[src/rtl/pc_msg_deframer_pkg.sv]
// pc_msg_deframer_pkg
// Shared definitions for the host message deframer:
//   - PC_MSG_WORDS : number of host words per message
//   - state_t      : deframer FSM states (COLLECT / HOLD)
//   - cls_t        : message classification codes (BAD / START / STOP)
//   - STOP_FILL    : bit value filling every word of a STOP message
//   - classify()   : maps the STOP / START pattern matches onto a cls_t code
package pc_msg_deframer_pkg;

  localparam int         PC_MSG_WORDS = 3;
  localparam logic [1:0] IDX_FIRST    = 2'd0;
  localparam logic [1:0] IDX_LAST     = 2'(PC_MSG_WORDS - 1);

  // A STOP message is every bit of every word equal to this value.
  localparam logic       STOP_FILL    = 1'b0;

  typedef enum logic {
    ST_COLLECT = 1'b0,
    ST_HOLD    = 1'b1
  } state_t;

  typedef enum logic [1:0] {
    CLS_BAD   = 2'd0,
    CLS_START = 2'd1,
    CLS_STOP  = 2'd2
  } cls_t;

  // STOP has priority: an all-zero message can never also look like START,
  // but keeping the order explicit documents the intent.
  function automatic cls_t classify(input logic stop_match, input logic start_match);
    cls_t cls;
    cls = CLS_BAD;
    if (stop_match) begin
      cls = CLS_STOP;
    end else if (start_match) begin
      cls = CLS_START;
    end
    return cls;
  endfunction

endpackage

[src/rtl/pc_msg_timeout.sv]
// pc_msg_timeout
// Loadable up-counter with clear, count enable and a terminal-count pulse.
// The count restarts from zero on the terminal cycle so a single pulse is
// produced per run of LIMIT enabled cycles.
// Ports:
//   clk        in   counter clock
//   rst_n      in   asynchronous active-low reset
//   clear      in   synchronous clear (highest priority)
//   load       in   load load_value into the counter
//   load_value in   WIDTH value used by load
//   enable     in   count one step
//   tc         out  combinational pulse on the enabled cycle at LIMIT-1
module pc_msg_timeout #(
  parameter int WIDTH = 11,
  parameter int LIMIT = 1024
) (
  input  logic             clk,
  input  logic             rst_n,
  input  logic             clear,
  input  logic             load,
  input  logic [WIDTH-1:0] load_value,
  input  logic             enable,
  output logic             tc
);

  localparam logic [WIDTH-1:0] TERMINAL = WIDTH'(LIMIT - 1);

  logic [WIDTH-1:0] count;

  // The pulse is suppressed whenever the count is being overridden, so a
  // clear in the same cycle always wins over an expiring count.
  assign tc = enable && !clear && !load && (count == TERMINAL);

  // Counter register: clear and terminal both restart from zero.
  always_ff @(posedge clk or negedge rst_n) begin
    if (!rst_n) begin
      count <= '0;
    end else if (clear || tc) begin
      count <= '0;
    end else if (load) begin
      count <= load_value;
    end else if (enable) begin
      count <= count + WIDTH'(1);
    end
  end

endmodule

[src/rtl/pc_msg_deframer.sv]
// pc_msg_deframer
// Pops 32-bit host words from a first-word-fall-through FIFO, assembles
// 3-word messages, classifies them as START / STOP / BAD and presents one
// command per good message over a valid/ready handshake. A partial message
// left idle for TIMEOUT cycles is discarded so the stream resynchronises.
// Optional build macro: PC_MSG_ECHO_EN adds a write-only echo of every
// popped word (echo_valid / echo_data / echo_full / echo_overflow).
// Ports:
//   CLK, RESET_N       clock, asynchronous active-low reset
//   pc_msg_valid       FIFO not empty
//   pc_msg             FIFO head word
//   pc_msg_ack         FIFO pop, combinational
//   cmd_valid/ready    command handshake
//   cmd_start/stop     command type
//   cmd_w0/w1/w2       message words in arrival order (w2 is an IEEE-754 float)
//   msg_count          accepted commands, wraps
//   err_count          BAD messages plus timeouts, saturates at 255
module pc_msg_deframer
  import pc_msg_deframer_pkg::*;
#(
  parameter int XB_SIZE = 32,
  parameter int TIMEOUT = 1024
) (
  input  logic               CLK,
  input  logic               RESET_N,
  input  logic               pc_msg_valid,
  input  logic [XB_SIZE-1:0] pc_msg,
  output logic               pc_msg_ack,
  output logic               cmd_valid,
  input  logic               cmd_ready,
  output logic               cmd_start,
  output logic               cmd_stop,
  output logic [XB_SIZE-1:0] cmd_w0,
  output logic [XB_SIZE-1:0] cmd_w1,
  output logic [XB_SIZE-1:0] cmd_w2,
  output logic [15:0]        msg_count,
  output logic [7:0]         err_count
`ifdef PC_MSG_ECHO_EN
  ,
  output logic               echo_valid,
  output logic [XB_SIZE-1:0] echo_data,
  input  logic               echo_full,
  output logic               echo_overflow
`endif
);

  localparam int TMO_W = $clog2(TIMEOUT + 1);
  localparam int HALF  = XB_SIZE / 2;

  state_t             state;
  state_t             state_next;
  logic [1:0]         word_idx;
  logic [XB_SIZE-1:0] slot0;
  logic [XB_SIZE-1:0] slot1;
  logic               word_last;
  logic               stop_match;
  logic               start_match;
  cls_t               msg_cls;
  logic               handshake;
  logic               tmo_clear;
  logic               tmo_enable;
  logic               tmo_tc;
  logic               timeout_fire;
  logic               err_event;

  // Words are only taken while collecting, so a held command stalls the FIFO
  // instead of being overwritten.
  assign pc_msg_ack = pc_msg_valid && (state == ST_COLLECT);
  assign word_last  = pc_msg_ack && (word_idx == IDX_LAST);
  assign handshake  = cmd_valid && cmd_ready;

  // The third word is still on the FIFO head when the message completes, so
  // classification looks at the two stored slots plus the live head word.
  always_comb begin
    stop_match  = (slot0  == {XB_SIZE{STOP_FILL}}) &&
                  (slot1  == {XB_SIZE{STOP_FILL}}) &&
                  (pc_msg == {XB_SIZE{STOP_FILL}});
    start_match = (pc_msg != '0) && (slot1[XB_SIZE-1 -: HALF] != '0);
    msg_cls     = classify(stop_match, start_match);
  end

  // Idle timer only runs mid-message with nothing to pop; any pop restarts it.
  assign tmo_clear  = pc_msg_ack || (word_idx == IDX_FIRST);
  assign tmo_enable = (word_idx != IDX_FIRST) && !pc_msg_valid;

  pc_msg_timeout #(
    .WIDTH (TMO_W),
    .LIMIT (TIMEOUT)
  ) u_timeout (
    .clk        (CLK),
    .rst_n      (RESET_N),
    .clear      (tmo_clear),
    .load       (1'b0),
    .load_value ({TMO_W{1'b0}}),
    .enable     (tmo_enable),
    .tc         (tmo_tc)
  );

  assign timeout_fire = tmo_tc && !pc_msg_ack;
  assign err_event    = (word_last && (msg_cls == CLS_BAD)) || timeout_fire;

  // State register.
  always_ff @(posedge CLK or negedge RESET_N) begin
    if (!RESET_N) begin
      state <= ST_COLLECT;
    end else begin
      state <= state_next;
    end
  end

  // A BAD message never reaches HOLD; a good one waits there for the handshake.
  always_comb begin
    state_next = state;
    case (state)
      ST_COLLECT: begin
        if (word_last && (msg_cls != CLS_BAD)) begin
          state_next = ST_HOLD;
        end
      end
      ST_HOLD: begin
        if (handshake) begin
          state_next = ST_COLLECT;
        end
      end
      default: state_next = ST_COLLECT;
    endcase
  end

  // Word collection, idle discard and the registered command outputs.
  always_ff @(posedge CLK or negedge RESET_N) begin
    if (!RESET_N) begin
      word_idx  <= IDX_FIRST;
      slot0     <= '0;
      slot1     <= '0;
      cmd_valid <= 1'b0;
      cmd_start <= 1'b0;
      cmd_stop  <= 1'b0;
      cmd_w0    <= '0;
      cmd_w1    <= '0;
      cmd_w2    <= '0;
      msg_count <= '0;
      err_count <= '0;
    end else begin
      if (pc_msg_ack) begin
        if (word_idx == IDX_FIRST) begin
          slot0 <= pc_msg;
        end
        if (word_idx == 2'd1) begin
          slot1 <= pc_msg;
        end
        word_idx <= (word_idx == IDX_LAST) ? IDX_FIRST : word_idx + 2'd1;
      end else if (timeout_fire) begin
        word_idx <= IDX_FIRST;
        slot0    <= '0;
        slot1    <= '0;
      end

      if (word_last && (msg_cls != CLS_BAD)) begin
        cmd_valid <= 1'b1;
        cmd_start <= (msg_cls == CLS_START);
        cmd_stop  <= (msg_cls == CLS_STOP);
        cmd_w0    <= slot0;
        cmd_w1    <= slot1;
        cmd_w2    <= pc_msg;
      end

      if (handshake) begin
        cmd_valid <= 1'b0;
        cmd_start <= 1'b0;
        cmd_stop  <= 1'b0;
        msg_count <= msg_count + 16'd1;
      end

      if (err_event && (err_count != 8'hFF)) begin
        err_count <= err_count + 8'd1;
      end
    end
  end

`ifdef PC_MSG_ECHO_EN
  // Echo is a best-effort tap: a full sink loses the word and latches the
  // overflow flag, but never stalls the main path.
  always_ff @(posedge CLK or negedge RESET_N) begin
    if (!RESET_N) begin
      echo_valid    <= 1'b0;
      echo_data     <= '0;
      echo_overflow <= 1'b0;
    end else begin
      echo_valid <= 1'b0;
      if (pc_msg_ack) begin
        if (echo_full) begin
          echo_overflow <= 1'b1;
        end else begin
          echo_valid <= 1'b1;
          echo_data  <= pc_msg;
        end
      end
    end
  end
`endif

endmodule

[config.mk]
export PLATFORM = sky130hd
export DESIGN_NAME = pc_msg_deframer
export DESIGN_NICKNAME = d
export VERILOG_FILES = /design/src/rtl/pc_msg_deframer_pkg.sv /design/src/rtl/pc_msg_timeout.sv /design/src/rtl/pc_msg_deframer.sv
export SDC_FILE = /design/constraint.sdc
export NUM_CORES = 1
export LEC_CHECK = 0
export ABC_AREA = 1
export BUFFER_PORTS_ARGS = -buffer_cell sky130_fd_sc_hd__buf_2
export CORE_MARGIN = 1.5
export CORE_UTILIZATION = 40
export CTS_CLUSTER_SIZE = 16
export DETAILED_ROUTE_END_ITERATION = 6
export GPL_TIMING_DRIVEN = 0
export PLACE_DENSITY = 0.59
export SLEW_MARGIN = 20
export SYNTH_ARGS = -nofsm -noshare
export SYNTH_HDL_FRONTEND = slang
export SYNTH_SLANG_ARGS = --single-unit
[constraint.sdc]
create_clock -name CLK -period 1.8 [get_ports CLK]
set_input_delay 0.09 -clock CLK [delete_from_list [all_inputs] [get_ports CLK]]
set_output_delay 0.09 -clock CLK [all_outputs]
set_load 0.005 [all_outputs]
==> metrics <==
Detailed Routing Iterations Pass 1=5; Total GRT Usage=0.229; syn_area_per_cell=8.68 sq um; RSZ-0062 raised after global routing=yes; H-Tree Depth=1; Pins Over Slew Limit=0; Die Span Y=148 um; top post-synthesis cells by area=dfrtp_1 (59%), nand2_1 (16%), nand3_1 (6.9%), o21ai_0 (3.8%), nor2_1 (3.5%); routed vias/inst=4.98; Post-synth EDFFs=0; dpl ws=-0.443 ns; failing checks=setup timing; CP required=2.19 ns; Tcrit/Tclk final=1.05; TritonCTS Buffers=23; Post-Syn Nets=1014; Hold WS=0.0809 ns; slowest CP cell=dfrtp_1; status=finished with violations; Crit Path Class=reg2reg; Initial Utilization=0.405; Reg2Reg Depth=12; initial antenna violation count=0; total gr overflow=0; later-pin clock latency in the skew report=0.52 ns; Post-synth ARST share=1.00; die width=148 um; PortBufs=159; nets=1281; First DRT Iteration DRCs=344; Worst path max stage delay=0.41 ns; Die ar.=0.0220 sq mm; placer congestion estimate=0.788; routed len/inst=16.7 um; peak supply drop=0.000775 V; clk buf depth=3; Sink Count=201; TritonCTS clock tree=yes; most frequent cells in the layout=nand2_1 (289), dfrtp_1 (201), buf_2 (162), nand3_1 (98), nor2_1 (62); first-pass GRT wire length=39600 um; critical path, cell by cell=nor2_1 > nand2_1 > nor2_2 > nand2_2 > nor2_2 > nand3_2 > nand2_4 > nand2_4 > buf_12 > buf_12 > nand2_1 > nand2_1; Critical Path Start Type=register; worst rel slew slack=0.631; Fin. Hold Viols=0; Min-Delay Path Class=in2async; commonest non-fill, non-tap cell in the layout=nand2_1; slack of the critical path=-0.0823 ns; vias after detailed routing=7635; Core ar.=0.0209 sq mm; adder-cell share of the synthesized area=0.00444; Finish-stage setup viols=106; Yosys top cell by area=dfrtp_1; Clock Skew=0.0215 ns; max frequency=531 MHz; Post-Syn Instances=975; sequential area share after synthesis=0.595; DP Wirelength=16500 um; vias in the first global route=7356; Synth Area in XOR/XNOR=0.0217; Syn. warnings=0; Synth Cell Area=0.00846 sq mm; Area Overhead vs Synth=43.0%; Final min period=1.88 ns; Synth Area in Simple Gates=0.284; #FFs+latches synth=201; layout cells sized above 1=0.330; maxcap violations=0; Root Buffer=clkbuf_16; multiplexer share of the synthesized area=0; Worst Setup End Kind=register; io pins=160; Row Count=53; main combinational cell family by area after synthesis=simple AND/OR/NAND/NOR gates; Leak=6.27 nW; worst-path fanout max=10; Critical Path AT=2.27 ns; commonest register cell after synthesis=dfrtp_1; Remaining DRCs=0; share of the synthesized area in the top cell type=0.595; worst-margin pin slew=0.553 ns; complex-gate fraction of the synthesized area=0.0535; clock-pin slew on the worst setup and hold paths=0.06 ns; largest net degree at the start of global routing=86; Ant. Diodes=0; final antenna-violating net count=0; power per cell area=1570 mW/mm^2; Routed WL=25600 um; Synth cell types=29; most used cell, CP=nand2_1
[registers in the layout, summed over array words and instances, names as in the netlist]
signal	cells
cmd_w0	32
cmd_w1	32
cmd_w2	32
slot0	32
slot1	32
msg_count	16
u_timeout.count	11
err_count	8
word_idx	2
cmd_start	1
cmd_stop	1
cmd_valid	1
state	1
[report_power, final]
group	total (mW)	internal [mW]	leakage [nW]	switching (mW)
clock network	4.62	2.76	0.363	1.86
logic	7.04	3.27	3.25	3.77
registers	7.36	6.09	2.66	1.27
total	19.0	12.1	6.27	6.90
[cell type report]
| class | count | area, sq um |
|---|---|---|
| clock inverters | 9 | 101 |
| well taps | 275 | 344 |
| repair buffers | 241 | 1730 |
| flip-flops and latches | 201 | 5030 |
| clock buffers | 31 | 636 |
| multi-input cells | 690 | 3650 |
| fillers | 1863 | 8790 |
| inverters | 41 | 156 |
| plain buffers | 44 | 459 |
[per-stage QoR]
step | utilization | cells | TNS (ns) | power [mW] | instance area (sq um)
final | 0.579 | 1532 | -5.30 | 19.0 | 12100
after global routing | 0.579 | 1532 | -16.43 | 20.2 | 12100
after CTS | 0.552 | 1509 | -3.20 | 18.2 | 11500
after detailed placement | 0.463 | 1411 | -53.17 | 12.3 | 9660
after global placement | 0.460 | 1409 | -620.28 | 12.1 | 9600
after floorplan | - | 975 | 0 | 9.89 | 8460
[repair_timing]
| action | in CTS | in global routing |
|---|---|---|
| setup endpoints to repair | 186 | 185 |
| resized for setup | 153 | 117 |
| pin swaps | 11 | 20 |
| setup buffers | 17 | 21 |
| cloned | 6 | 4 |
| hold buffers | 35 | 0 |
| endpoints found under the hold margin | 303 | 0 |
[final timing paths]
| kind | startpoint | to | slack (ns) |
|---|---|---|---|
| max | slot1[31] | cmd_w1[26] | -0.08 |
| min | RESET_N | cmd_w2[16] | 0.08 |
| max reg2reg | slot1[31] | cmd_w1[26] | -0.08 |
| min reg2reg | cmd_w0[7] | cmd_w0[7] | 0.47 |
| max in group asynchronous | RESET_N | msg_count[0] | 0.93 |
| min in group CLK | pc_msg[8] | cmd_start | 0.22 |
[cells by family after synthesis]
family	count (synthesis)
AO/OA/AOI/OAI	87
XOR/XNOR	21
AND/OR/NAND/NOR	577
buffers and inverters	86
flip-flops	201
adder cells (fa/ha/maj)	3
[metal layers]
metal / routed length [um] / global-route usage
met1: 11500 / 0.324
met3: 1420 / 0.0380
met2: 12000 / 0.363
met5: 0 / 0
met4: 632 / 0.0688
[worst max-delay path, delay by kind of cell, from the launching register on]
family / cells / cell delay [ns]
buffers and inverters: 2 / 0.32
AND/OR/NAND/NOR: 10 / 1.02
flip-flops: 1 / 0.41
[cells in the mapped netlist, types with 2 or more instances]
library cell  count
nand2_1         355
dfrtp_1         201
nand3_1         117
nor2_1           79
o21ai_0          65
inv_1            39
buf_2            23
clkbuf_1         20
xor2_1           16
o21ai_1          15
nor3_1           12
xnor2_1           5
a21oi_1           4
ha_1              3
nand2_2           3
nand4_1           3
inv_2             2
nor3b_1           2
Power figures use the tool's default switching activity.
